`src/rtl/doorlock_param_core.sv`:
```
// doorlock_param_core: keypad door-lock controller with retry alarm and authenticated password change.
// Optional entry inactivity timeout is compiled in when DOORLOCK_TIMEOUT_EN is defined.
module doorlock_param_core #(
  parameter int                  PW_LEN         = 4,
  parameter logic [PW_LEN*4-1:0] DEFAULT_PW     = 16'h1234,
  parameter int                  MAX_FAIL       = 3,
  parameter int                  OPEN_CYCLES    = 8,
  parameter int                  ALARM_CYCLES   = 16,
  parameter int                  TIMEOUT_CYCLES = 32
) (
  input  logic       clk,
  input  logic       n_rst,
  input  logic       star,
  input  logic       sharp,
  input  logic [9:0] number,
  output logic       open,
  output logic       alarm,
  output logic       mode_active,
  output logic       mode_set,
  output logic [3:0] fail_cnt
);
  localparam int PW_W    = PW_LEN * 4;
  localparam int DC_W    = $clog2(PW_LEN + 1);
  localparam int HOLD_MX = (OPEN_CYCLES > ALARM_CYCLES) ? OPEN_CYCLES : ALARM_CYCLES;
  localparam int CNT_MX  = (HOLD_MX > TIMEOUT_CYCLES) ? HOLD_MX : TIMEOUT_CYCLES;
  localparam int CNT_W   = $clog2(CNT_MX + 1);

  typedef enum logic [2:0] {S_IDLE, S_ENTER, S_AUTH, S_NEW, S_OPEN, S_ALARM} state_t;

  state_t           state, state_n;
  logic [PW_W-1:0]  ent_buf, ent_buf_n, buf_shift, pw, pw_n;
  logic [DC_W-1:0]  dcnt, dcnt_n;
  logic [CNT_W-1:0] cnt, cnt_n;
  logic [3:0]       fail_n, fail_inc, dig;
  logic             dig_vld, room, match;

  always_comb begin
    dig = '0;
    for (int i = 0; i < 10; i++) if (number[i]) dig = 4'(i);
  end

  assign dig_vld   = $onehot(number);
  assign room      = dcnt < DC_W'(PW_LEN);
  assign match     = (dcnt == DC_W'(PW_LEN)) && (ent_buf == pw);
  assign buf_shift = (ent_buf << 4) | PW_W'(dig);
  // failure count saturates; alarm entry clears it again on exit
  assign fail_inc  = (fail_cnt < 4'(MAX_FAIL)) ? fail_cnt + 4'd1 : fail_cnt;

  always_comb begin
    state_n   = state;
    ent_buf_n = ent_buf;
    dcnt_n    = dcnt;
    pw_n      = pw;
    fail_n    = fail_cnt;
    cnt_n     = '0;
    case (state)
      S_IDLE: begin
        if (star || sharp) begin
          state_n   = star ? S_ENTER : S_AUTH;
          ent_buf_n = '0;
          dcnt_n    = '0;
        end
      end
      S_ENTER, S_AUTH: begin
        if (star) begin
          ent_buf_n = '0;
          dcnt_n    = '0;
          if (state == S_AUTH) state_n = S_IDLE;
        end else if (sharp) begin
          ent_buf_n = '0;
          dcnt_n    = '0;
          if (match) begin
            fail_n  = '0;
            state_n = (state == S_ENTER) ? S_OPEN : S_NEW;
          end else begin
            fail_n  = fail_inc;
            state_n = (fail_inc == 4'(MAX_FAIL)) ? S_ALARM : S_IDLE;
          end
        end else if (dig_vld && room) begin
          ent_buf_n = buf_shift;
          dcnt_n    = dcnt + DC_W'(1);
        end
      end
      S_NEW: begin
        if (star || sharp) begin
          // a short new password is silently discarded
          if (!star && dcnt == DC_W'(PW_LEN)) pw_n = ent_buf;
          state_n   = S_IDLE;
          ent_buf_n = '0;
          dcnt_n    = '0;
        end else if (dig_vld && room) begin
          ent_buf_n = buf_shift;
          dcnt_n    = dcnt + DC_W'(1);
        end
      end
      S_OPEN: begin
        if (cnt == CNT_W'(OPEN_CYCLES - 1)) state_n = S_IDLE;
        else cnt_n = cnt + CNT_W'(1);
      end
      S_ALARM: begin
        if (cnt == CNT_W'(ALARM_CYCLES - 1)) begin
          state_n = S_IDLE;
          fail_n  = '0;
        end else cnt_n = cnt + CNT_W'(1);
      end
      default: state_n = S_IDLE;
    endcase
`ifdef DOORLOCK_TIMEOUT_EN
    // hold counter doubles as the inactivity timer while waiting for keys
    if ((state == S_ENTER || state == S_AUTH || state == S_NEW) && !(star || sharp || dig_vld)) begin
      if (cnt == CNT_W'(TIMEOUT_CYCLES - 1)) begin
        state_n   = S_IDLE;
        ent_buf_n = '0;
        dcnt_n    = '0;
      end else cnt_n = cnt + CNT_W'(1);
    end
`endif
  end

  always_ff @(posedge clk or negedge n_rst) begin
    if (!n_rst) begin
      state       <= S_IDLE;
      ent_buf     <= '0;
      dcnt        <= '0;
      pw          <= DEFAULT_PW;
      fail_cnt    <= '0;
      cnt         <= '0;
      open        <= 1'b0;
      alarm       <= 1'b0;
      mode_active <= 1'b0;
      mode_set    <= 1'b0;
    end else begin
      state       <= state_n;
      ent_buf     <= ent_buf_n;
      dcnt        <= dcnt_n;
      pw          <= pw_n;
      fail_cnt    <= fail_n;
      cnt         <= cnt_n;
      open        <= (state_n == S_OPEN);
      alarm       <= (state_n == S_ALARM);
      mode_active <= (state_n == S_ENTER) || (state_n == S_AUTH);
      mode_set    <= (state_n == S_NEW);
    end
  end
endmodule

```
`config.mk`:
```
export PLATFORM = sky130hd
export DESIGN_NAME = doorlock_param_core
export DESIGN_NICKNAME = d
export VERILOG_FILES = /design/src/rtl/doorlock_param_core.sv
export SDC_FILE = /design/constraint.sdc
export NUM_CORES = 1
export LEC_CHECK = 0
export CAP_MARGIN = 25
export CORE_MARGIN = 4
export CORE_UTILIZATION = 50
export CTS_CLUSTER_SIZE = 40
export DETAILED_ROUTE_END_ITERATION = 16
export PLACE_DENSITY = 0.69
export SLEW_MARGIN = 5
export SYNTH_ARGS = -nofsm -noshare
export SYNTH_HDL_FRONTEND = slang
export SYNTH_SLANG_ARGS = --single-unit
```
`constraint.sdc`:
```
create_clock -name clk -period 3.9 [get_ports clk]
set_clock_uncertainty 0.05 [all_clocks]
set_input_delay 0.78 -clock clk [delete_from_list [all_inputs] [get_ports clk]]
set_output_delay 0.78 -clock clk [all_outputs]
set_load 0.05 [all_outputs]
```
==> results of run 1 <==
layer usage:
layer	GRT usage (%)	up-vias	wire, microns
met5	0	-	0
met4	6.478	0	72
met3	3.037	5	127
met2	28.37	25	2397
met1	23.40	889	2383
li1	-	913	-
state kept, by name, summed over array words and instances, names as in the netlist:
register / flops
open: 1
state: 3
ent_buf: 16
mode_set: 1
alarm: 1
dcnt: 3
cnt: 6
mode_active: 1
pw: 16
fail_cnt: 4
power breakdown:
| group | switching, mW | internal (mW) | total, mW |
|---|---|---|---|
| registers | 0.0610 | 0.589 | 0.650 |
| logic | 0.358 | 0.267 | 0.625 |
| clock network | 0.168 | 0.146 | 0.314 |
| total | 0.587 | 1.00 | 1.59 |
placed cells by master (no fill, tap or decap), types with 6 or more instances in the layout:
master / count
xor2_1: 14
buf_6: 8
xnor2_1: 8
mux2i_1: 13
clkbuf_8: 6
mux2_2: 16
dfrtp_1: 47
nand3_1: 7
clkdlybuf4s50_1: 14
nor3_1: 7
inv_1: 15
nor2_1: 36
buf_4: 11
what timing repair did:
| action | 4_1_cts | 5_1_grt |
|---|---|---|
| setup buffers | 3 | 1 |
| pin swaps | 12 | 16 |
| cloned | 1 | 0 |
| hold buffers | 0 | 0 |
| endpoints found under the setup margin | 19 | 19 |
| resized for setup | 31 | 7 |
Yosys cell counts (2+ instances only):
| library cell | n |
|---|---|
| and2_1 | 4 |
| inv_1 | 16 |
| buf_2 | 2 |
| a21oi_1 | 4 |
| dfstp_2 | 5 |
| nand2_1 | 5 |
| nand4_1 | 2 |
| fa_1 | 6 |
| nor2b_1 | 3 |
| clkbuf_1 | 2 |
| nor4_1 | 2 |
| nand2b_1 | 5 |
| xnor2_1 | 9 |
| nand3b_1 | 2 |
| mux2i_1 | 15 |
| a31oi_1 | 2 |
| nand3_1 | 7 |
| dfrtp_1 | 47 |
| mux2_2 | 16 |
| nor3_1 | 7 |
| nor2_1 | 36 |
| xor2_1 | 14 |
| a211oi_1 | 2 |
| o21ai_0 | 3 |
| ha_1 | 6 |
stage by stage:
stage	hold WS (ns)	util (%)
after floorplan	0.3819	-
after global placement	0.4090	59.36
after detailed placement	0.4075	59.36
after CTS	0.4188	62.18
after global routing	0.4377	62.09
final	0.4148	62.09
how the worst max path moves through the flow:
stage / startpoint / end / cells after the start
after floorplan: number[3] / ent_buf[10]$_DFFE_PN0P_ / 16
after global placement: number[3] / dcnt[1]$_DFFE_PN0P_ / 16
after detailed placement: number[3] / ent_buf[11]$_DFFE_PN0P_ / 16
after CTS: number[7] / ent_buf[8]$_DFFE_PN0P_ / 17
after global routing: number[3] / ent_buf[2]$_DFFE_PN0P_ / 19
final: number[3] / ent_buf[4]$_DFFE_PN0P_ / 16
cell families after synthesis:
kind of cell               count (synthesis)
AOI/OAI and AO/OA                         25
xor gates and xnor gates                  23
adders and majority gates                 12
buffers and inverters                     22
DFF                                       52
muxes                                     31
and+or+nand+nor                           80
cell type report:
class,instances,share of cell area [%]
sequential,52,40.21
clock buffer,7,2.655
timing repair buffer,36,10.08
clock inverter,1,0.2693
multi-input combinational,171,42.25
tap,70,2.693
inverter,16,1.847
==> results.md, run 1 <==
- Status: complete, but fails checks
- Failing checks: negative setup slack
- Synth Instances: 245
- Hold path depth: 1
- First-pass GRT wire length: 8963 microns
- Top cells by area, synth: dfrtp_1 (43%), mux2_2 (6.5%), mux2i_1 (5.4%)
- Worst-margin pin slew: 0.8356 ns
- Total Routing Usage GR: 17.47%
- Layout Nets: 308
- Residual DRC count: 0
- Sequential element share of the synthesized area: 47.41%
- Data arrival time of the critical path: 4.17 ns
- Inst Count DP: 342
- Pre-antenna DRT Iters: 4
- Critical path peak fanout: 7
- Period minus WS final: 4.037 ns
- Share of layout cells above drive strength 1: 22.97%
- Synth Area in XOR/XNOR: 7.305%
- Critical Path Most Common Cell: fa_1
- Slew Limit Fails: 0
- WS Path Type: in -> reg
- Period utilization: 103.5%
- CP peak stage delay: 0.52 ns
- Pleak: 1.587 nW
- Peak Freq: 247.7 MHz
- Post-synthesis register bit count: 52
- Clk root buf: clkbuf_8
- Die H: 82.27 microns
- CTS Sinks: 52
- Synth warnings: 0
- 1st-iter DRT viols: 96
- GPL Wtd Cong: 0.7573
- Clock slew at reported path FFs: 0.09 ns
- H-tree Lvls: 2
- Placed inst area: 3109 sq um
- Compound-Gate Fraction of Synth Area: 6.806%
- Worst hold path class: reg -> reg
- Hold_sp: cnt[0]$_DFF_PN0_
- FF/Latch Area: 1308 sq um
- Startpoint class of the critical path: input port
- Critical path's top delay family: adder cells
- CP Data Required Time: 4.03 ns
- Area of the multi-input gates: 1374 sq um
- Fraction of registers with async set/reset: 100.0%
- Core Region: 5238 sq um
- Cell area after synthesis: 2758 sq um
- Die extent in x: 82.27 microns
- Synthesis-to-finish area growth: 17.92%
- Setup_tns: -1.860 ns
- Antenna Nets Post-Route: 0
- Main synth FF type: dfrtp_1
- Final Hold Fails: 0
- Register-to-Register Path Depth: 7
- PnR worst setup slack: -0.1374 ns
- Vias: 1,832
- Site row count: 26
- VDD IR-drop max: 395.9 uV
- Total routed wirelength: 4981 microns
- Initial Utilization: 52.65%
- Simple-Gate Fraction of Synth Area: 15.47%
- Critical path cell sequence: buf_6, fa_1, fa_1, inv_1, fa_1, inv_1, ha_2, inv_2, fa_2, a2111oi_4, a21o_2, nand3_4, a2111o_1, buf_6, mux2i_2, nor2_1
- Adder-Cell Fraction of Synth Area: 7.078%
- Syn Nets: 271
- CTS Buf Count: 5
- Power after layout: 1.588 mW
- PortBufs: 21
- Post-route cell area: 3252 sq um
- Hold EP: cnt[0]$_DFF_PN0_
- Hpwl dp: 3617 microns
- R2R Setup Slk: 1.63 ns
- Synth top area share: 42.65%
- Slew Limit Headroom: 44.29%
- Skew-Pair Late Insertion Delay: 0.30 ns
- Wire length per cell: 14.11 microns
- Pwr Density: 488.4 nW/um^2
- Final Instance Count excl. Fillers: 353
- Buf+Inv Stages, Crit Path: 5
- CP Capture Type: flip-flop
- Mux contribution to synthesized area: 11.98%
- # fillers: 449
- Leading area contributor after synthesis: dfrtp_1
- Largest net degree at the start of global routing: 40
- CP max-delay cell: fa_1
- Post-synthesis cell type count: 48
- Reg-to-Reg End: open$_DFF_PN0_
- Via density: 5.190
- Initial antenna violation count: 0
- RSZ-0062 raised after global routing: yes
- Vias in the first global route: 1,898
- Final Setup Violations: 18
- CTS tree: done
- N_diodes: 0
- Num ports: 22
- Max Root-Sink Buffers: 2
- Reg-to-Reg Start: ent_buf[1]$_DFFE_PN0P_
- Post-synthesis average cell area: 11.26 sq um
- DIE AREA: 6768 sq um
- Max_cap viols: 0
- Gr ovfl total: 0
- Largest family of logic cells by synthesized area: simple AND/OR/NAND/NOR gates
- Post-synth EDFFs: 0
- Dpl ws: -0.8368 ns
(Power assumes the default switching activity.)
==> run 2, diff against run 1 <==
--- a/config.mk
+++ b/config.mk
@@ -11,7 +11,6 @@
 export CTS_CLUSTER_SIZE = 40
 export DETAILED_ROUTE_END_ITERATION = 16
 export PLACE_DENSITY = 0.69
-export SLEW_MARGIN = 5
 export SYNTH_ARGS = -nofsm -noshare
 export SYNTH_HDL_FRONTEND = slang
 export SYNTH_SLANG_ARGS = --single-unit
==> results of run 2 <==
Final layout, timing and power as in run 1 (identical DEF).
==> patch 1, RTL diff (flow settings as in run 2) <==
Add a define of `DOORLOCK_TIMEOUT_EN`.
--- a/src/rtl/doorlock_param_core.sv
+++ b/src/rtl/doorlock_param_core.sv
@@ -1,5 +1,7 @@
 // doorlock_param_core: keypad door-lock controller with retry alarm and authenticated password change.
 // Optional entry inactivity timeout is compiled in when DOORLOCK_TIMEOUT_EN is defined.
+`define DOORLOCK_TIMEOUT_EN
+
 module doorlock_param_core #(
   parameter int                  PW_LEN         = 4,
   parameter logic [PW_LEN*4-1:0] DEFAULT_PW     = 16'h1234,
Check against the original RTL: no difference found for any inputs over 10 cycles, from zero or initial values and one cycle with n_rst low; that may be too few to reach the edited logic, so the function may still have changed.
==> patch 1 against run 2 <==
The run still ends with negative setup slack left; synthesized area increased by 4.6%; setup slack worse by 0.22 ns; cell area increased by 14%; final cell count grew 10%; total power up 8.7%; global-route usage increased by 0.12 points; largest power group is now combinational cells; sequential power is 0.6% lower; sequential cell count did not move; routed wire length up 19%; utilization is 4.6 points higher.
==> patch 1: results (changes against run 2) <==
.. list-table::
   :header-rows: 1

   * - Metric
     - Value
   * - Met2 capacity usage during global routing
     - 28.5% (+0.12 points)
   * - Cell types with the highest counts after synthesis
     - 47 x sky130_fd_sc_hd__dfrtp_1, 27 x sky130_fd_sc_hd__nor2_1, 19 x sky130_fd_sc_hd__mux2_2
   * - Net count after synthesis
     - 299 (+10%)
   * - Static Leak
     - 1.70 nW (+7.0%)
   * - Clk pwr share
     - 21.9% (+2.1 points)
   * - Total length of routed wires
     - 5.94 mm (+19%)
   * - Final #Nets
     - 342 (+11%)
   * - Violations in the final reports
     - negative setup slack
   * - Met1 layer usage reported by global route
     - 24.0% (+0.58 points)
   * - Met1 Routed Length
     - 2.73 mm (+14%)
   * - Number of multi-input combinational cells
     - 195 (+14%)
   * - Finish-stage setup viols
     - 20 (+2)
   * - Relative contribution of combinational cells to total power
     - 40.6% (+1.3 points)
   * - Initial DRC Count
     - 122 (+27%)
   * - Cells taking the most area after synthesis
     - sky130_fd_sc_hd__dfrtp_1 41%, sky130_fd_sc_hd__mux2_2 7.4%, sky130_fd_sc_hd__xor2_1 4.9%, sky130_fd_sc_hd__dfstp_2 4.6%, sky130_fd_sc_hd__fa_1 4.2%
   * - Clock-cell share
     - 3.12% (+0.19 points)
   * - Met2 wire length
     - 2.89 mm (+21%)
   * - Final design utilization
     - 66.7% (+4.6 points)
   * - Multi-input combinational area share
     - 44.5% (+2.3 points)
   * - DPL Wire Length
     - 4.02 mm (+11%)
   * - Placer's final routability congestion estimate
     - 0.836 (+10%)
   * - Share of final layout cell area taken by non-clock buffers
     - 12.9% (+2.8 points)
   * - Fill cell total of the finished layout
     - 451 (+0.45%)
   * - Placed inst area
     - 3320 sq um (+6.8%)
   * - First drt pass iteration count
     - 4 (unchanged)
   * - Largest vdd supply drop
     - 0.311 mV (-22%)
   * - Synth async-reset ratio
     - 100% (unchanged)
   * - Total Negative Setup Slacks
     - -5.81 ns (-3.95 ns)
   * - Wire length of the first global-routing pass
     - 10.2 mm (+14%)
   * - GRT met3 Usage
     - 2.96% (-0.075 points)
   * - Largest net degree at the start of global routing
     - 38 (-5.0%)
   * - Total met3 wirelength after detailed routing
     - 235 microns (+85%)
   * - Slew HR
     - 24.7% (-20 points)
   * - Post-Place Setup Slack
     - -1.00 ns (-0.164 ns)
   * - Total track usage
     - 17.6% (+0.12 points)
   * - Layout cell share with drive strength beyond 1
     - 34.4% (+11 points)
   * - Crit path setup slack, layout
     - -0.358 ns (-0.221 ns)
   * - Outcome
     - complete, but fails checks
   * - Layout sequential cell count
     - 52 (unchanged)
   * - Maximum fanout encountered on the critical timing path
     - 4 (-3)
   * - Post-layout total power
     - 1.73 mW (+8.7%)
   * - Average cell area after synthesis
     - 10.6 sq um (-6.1%)
   * - Buffer count excluding the clock tree in the final layout
     - 46 (+28%)
   * - Routed vias
     - 2165 (+18%)
   * - Final instance area
     - 3690 sq um (+14%)
   * - Non-filler cells, final
     - 389 (+10%)
## patch 1: logic make-up (layout without fill, tap and decap cells)
family | after synthesis | after routing | share of synthesized area (%)
xor+xnor | 23 | 23 | 6.98
simple gates | 81 | 81 | 13.9
buf+inv | 26 | 70 | 4.17
mux | 20 | 20 | 7.77
fa+ha+maj | 12 | 12 | 6.77
compound gates | 59 | 59 | 15.1
flops | 52 | 52 | 45.3
## patch 1: what timing repair did
action / 4_1_cts / 5_1_grt
pin swaps: 16 / 28
gates cloned: 2 / 2
gates resized for setup: 52 / 19
setup endpoints to repair: 30 / 30
hold endpoints to repair: 0 / 0
setup buffers: 2 / 2
## patch 1: final timing paths
check	end	startpoint	slack, ns	cells past startpoint
worst max-delay path	ent_buf[6]	number[0]	-0.36	16
worst min-delay path	cnt[0]	cnt[0]	0.41	1
worst max register to register	open	cnt[0]	1.25	6
worst min register to register	cnt[0]	cnt[0]	0.41	1
max in group asynchronous	pw[5]	n_rst	2.49	2
min in group asynchronous	ent_buf[2]	n_rst	0.52	1
==> patch 2, RTL diff (flow settings as in run 2) <==
Made on the original files. Register the output `alarm` once more; this adds one clock of latency there. The other outputs are not delayed to match.
--- a/src/rtl/doorlock_param_core.sv
+++ b/src/rtl/doorlock_param_core.sv
@@ -26,6 +26,8 @@
   localparam int CNT_W   = $clog2(CNT_MX + 1);
 
   typedef enum logic [2:0] {S_IDLE, S_ENTER, S_AUTH, S_NEW, S_OPEN, S_ALARM} state_t;
+
+  logic alarm_s0;
 
   state_t           state, state_n;
   logic [PW_W-1:0]  ent_buf, ent_buf_n, buf_shift, pw, pw_n;
@@ -126,7 +128,7 @@
       fail_cnt    <= '0;
       cnt         <= '0;
       open        <= 1'b0;
-      alarm       <= 1'b0;
+      alarm_s0    <= 1'b0;
       mode_active <= 1'b0;
       mode_set    <= 1'b0;
     end else begin
@@ -137,10 +139,14 @@
       fail_cnt    <= fail_n;
       cnt         <= cnt_n;
       open        <= (state_n == S_OPEN);
-      alarm       <= (state_n == S_ALARM);
+      alarm_s0    <= (state_n == S_ALARM);
       mode_active <= (state_n == S_ENTER) || (state_n == S_AUTH);
       mode_set    <= (state_n == S_NEW);
     end
   end
+  always_ff @(posedge clk) begin
+    alarm <= alarm_s0;
+  end
+
 endmodule
 
Behaviour: not the same (a bounded check fails within 10 cycles, from zero or initial values and one cycle with n_rst low).
==> patch 2 against run 2 <==
The flow still finishes with violations (negative setup slack); setup slack worse by 0.15 ns; synthesized area rose by 0.73%; total power up 3.9%; cell area grew 2.8%; routed wire length grew 4.6%; sequential share of layout area is 0.48 points lower; sequential power grew 3%; maximum frequency down 3.6%; sequential cell count grew 1; largest cell class unchanged.
==> patch 2: results (changes against run 2) <==
.. list-table::
   :header-rows: 1

   * - Metric
     - Value
   * - Initial DRC Count
     - 76 (-21%)
   * - Via-per-instance ratio
     - 5.25 (+1.3%)
   * - Outcome
     - complete, but fails checks
   * - Wire length of the first global-routing pass
     - 9.06 mm (+1.1%)
   * - Final #Nets
     - 312 (+1.3%)
   * - Placer's final routability congestion estimate
     - 0.790 (+4.3%)
   * - H-tree level count
     - 2 (unchanged)
   * - Slew HR
     - 50.4% (+6.1 points)
   * - Share of total power in sequential cells
     - 40.5% (-0.4 points)
   * - Placed inst area
     - 3140 sq um (+0.89%)
   * - Synth async-reset ratio
     - 98.1% (-1.9 points)
   * - Cell family with most CP delay
     - adder cells
   * - Internal Power
     - 1.04 mW (+4.0%)
   * - Fill cell total of the finished layout
     - 431 (-4.0%)
   * - Crit path setup slack, layout
     - -0.289 ns (-0.151 ns)
   * - Routed vias
     - 1876 (+2.4%)
   * - Layout overhead on the synthesized area
     - 20.3%
   * - Static Leak
     - 1.64 nW (+3.6%)
   * - Synth cell types
     - 49 (+2.1%)
   * - Worst flop-to-flop path startpoint
     - pw[5]
   * - Finish-stage setup viols
     - 18 (unchanged)
   * - Hold WC Path Type
     - reg -> reg
   * - Net count after synthesis
     - 272 (+0.37%)
   * - Post-Place Setup Slack
     - -0.829 ns (+0.00803 ns)
   * - Proportion of synthesized chip area in sequential cells
     - 47.8% (+0.38 points)
   * - Largest net degree at the start of global routing
     - 35 (-13%)
   * - Biggest cell delay along the critical path
     - 0.51 ns
   * - Antenna violations before repair
     - 0 (unchanged)
   * - Total Negative Setup Slacks
     - -4.44 ns (-2.58 ns)
   * - Total length of routed wires
     - 5.21 mm (+4.6%)
   * - Average cell area after synthesis
     - 11.3 sq um (+0.32%)
   * - DPL Wire Length
     - 3.58 mm (-0.96%)
   * - Largest vdd supply drop
     - 0.296 mV (-25%)
   * - Cells taking the most area after synthesis
     - sky130_fd_sc_hd__dfrtp_1 42%, sky130_fd_sc_hd__mux2_2 6.5%, sky130_fd_sc_hd__mux2i_1 5.4%, sky130_fd_sc_hd__nor2_1 4.9%, sky130_fd_sc_hd__dfstp_2 4.7%
   * - Power in sequential cells
     - 669 uW (+3%)
   * - Total track usage
     - 17.6% (+0.13 points)
   * - Violations in the final reports
     - negative setup slack
   * - Layout cell share with drive strength beyond 1
     - 24.7% (+1.8 points)
   * - Start point of the worst min-delay path
     - alarm_s0
   * - Critical path arrival
     - 4.33 ns (+0.16 ns)
   * - Total instance count after detailed placement
     - 344 (+0.58%)
   * - Clock group total power
     - 325 uW (+4%)
-- patch 2: final cells by class --
class                      instances  area share [%]
sequential                        53            39.7
multi-input combinational        171            41.8
inverter                          16            1.80
tap                               70            2.62
timing repair buffer              39            11.2
clock inverter                     2           0.412
clock buffer                       6            2.47
-- patch 2: cells by family after synthesis --
family | count (synthesis) | share of synthesized area [%]
xor gates and xnor gates | 23 | 7.25
buffers and inverters | 22 | 3.92
AOI/OAI and AO/OA | 25 | 6.76
and+or+nand+nor | 80 | 15.4
adders and majority gates | 12 | 7.03
DFF | 53 | 47.8
muxes | 31 | 11.9
-- patch 2: repair_timing --
item,CTS,global route
endpoints found under the hold margin,0,0
setup endpoints to repair,19,19
gates resized for setup,29,14
buffers inserted,3,2
cloned,1,0
hold buffers,0,0
pin swaps,13,22
-- patch 2: worst reg2reg max path, cell delays in order (launching register included) --
cell and delay (ns):
sky130_fd_sc_hd__dfstp_2 0.55, sky130_fd_sc_hd__xor2_1 0.06, sky130_fd_sc_hd__nor4_1 0.33, sky130_fd_sc_hd__nand3_1 0.24, sky130_fd_sc_hd__nor3_4 0.36, sky130_fd_sc_hd__mux2i_1 0.26, sky130_fd_sc_hd__o21ai_2 0.10, sky130_fd_sc_hd__nor3_1 0.18
-- patch 2: worst paths after layout --
check	endpoint	slack [ns]	cells after the start
setup reg to reg	mode_active	1.69	7
hold / removal	alarm	0.30	0
max in group asynchronous	pw[5]	2.53	2
min in group asynchronous	fail_cnt[1]	0.47	1
setup / recovery	ent_buf[5]	-0.29	17
hold reg to reg	alarm	0.30	0
-- patch 2: routing by layer --
metal / wire (microns) / vias to the layer above / track usage (%)
met1: 2410 / 927 / 23.0
li1: - / 916 / -
met2: 2590 / 25 / 29.6
met4: 78 / 0 / 5.88
met3: 133 / 8 / 3.04
met5: 0 / - / 0
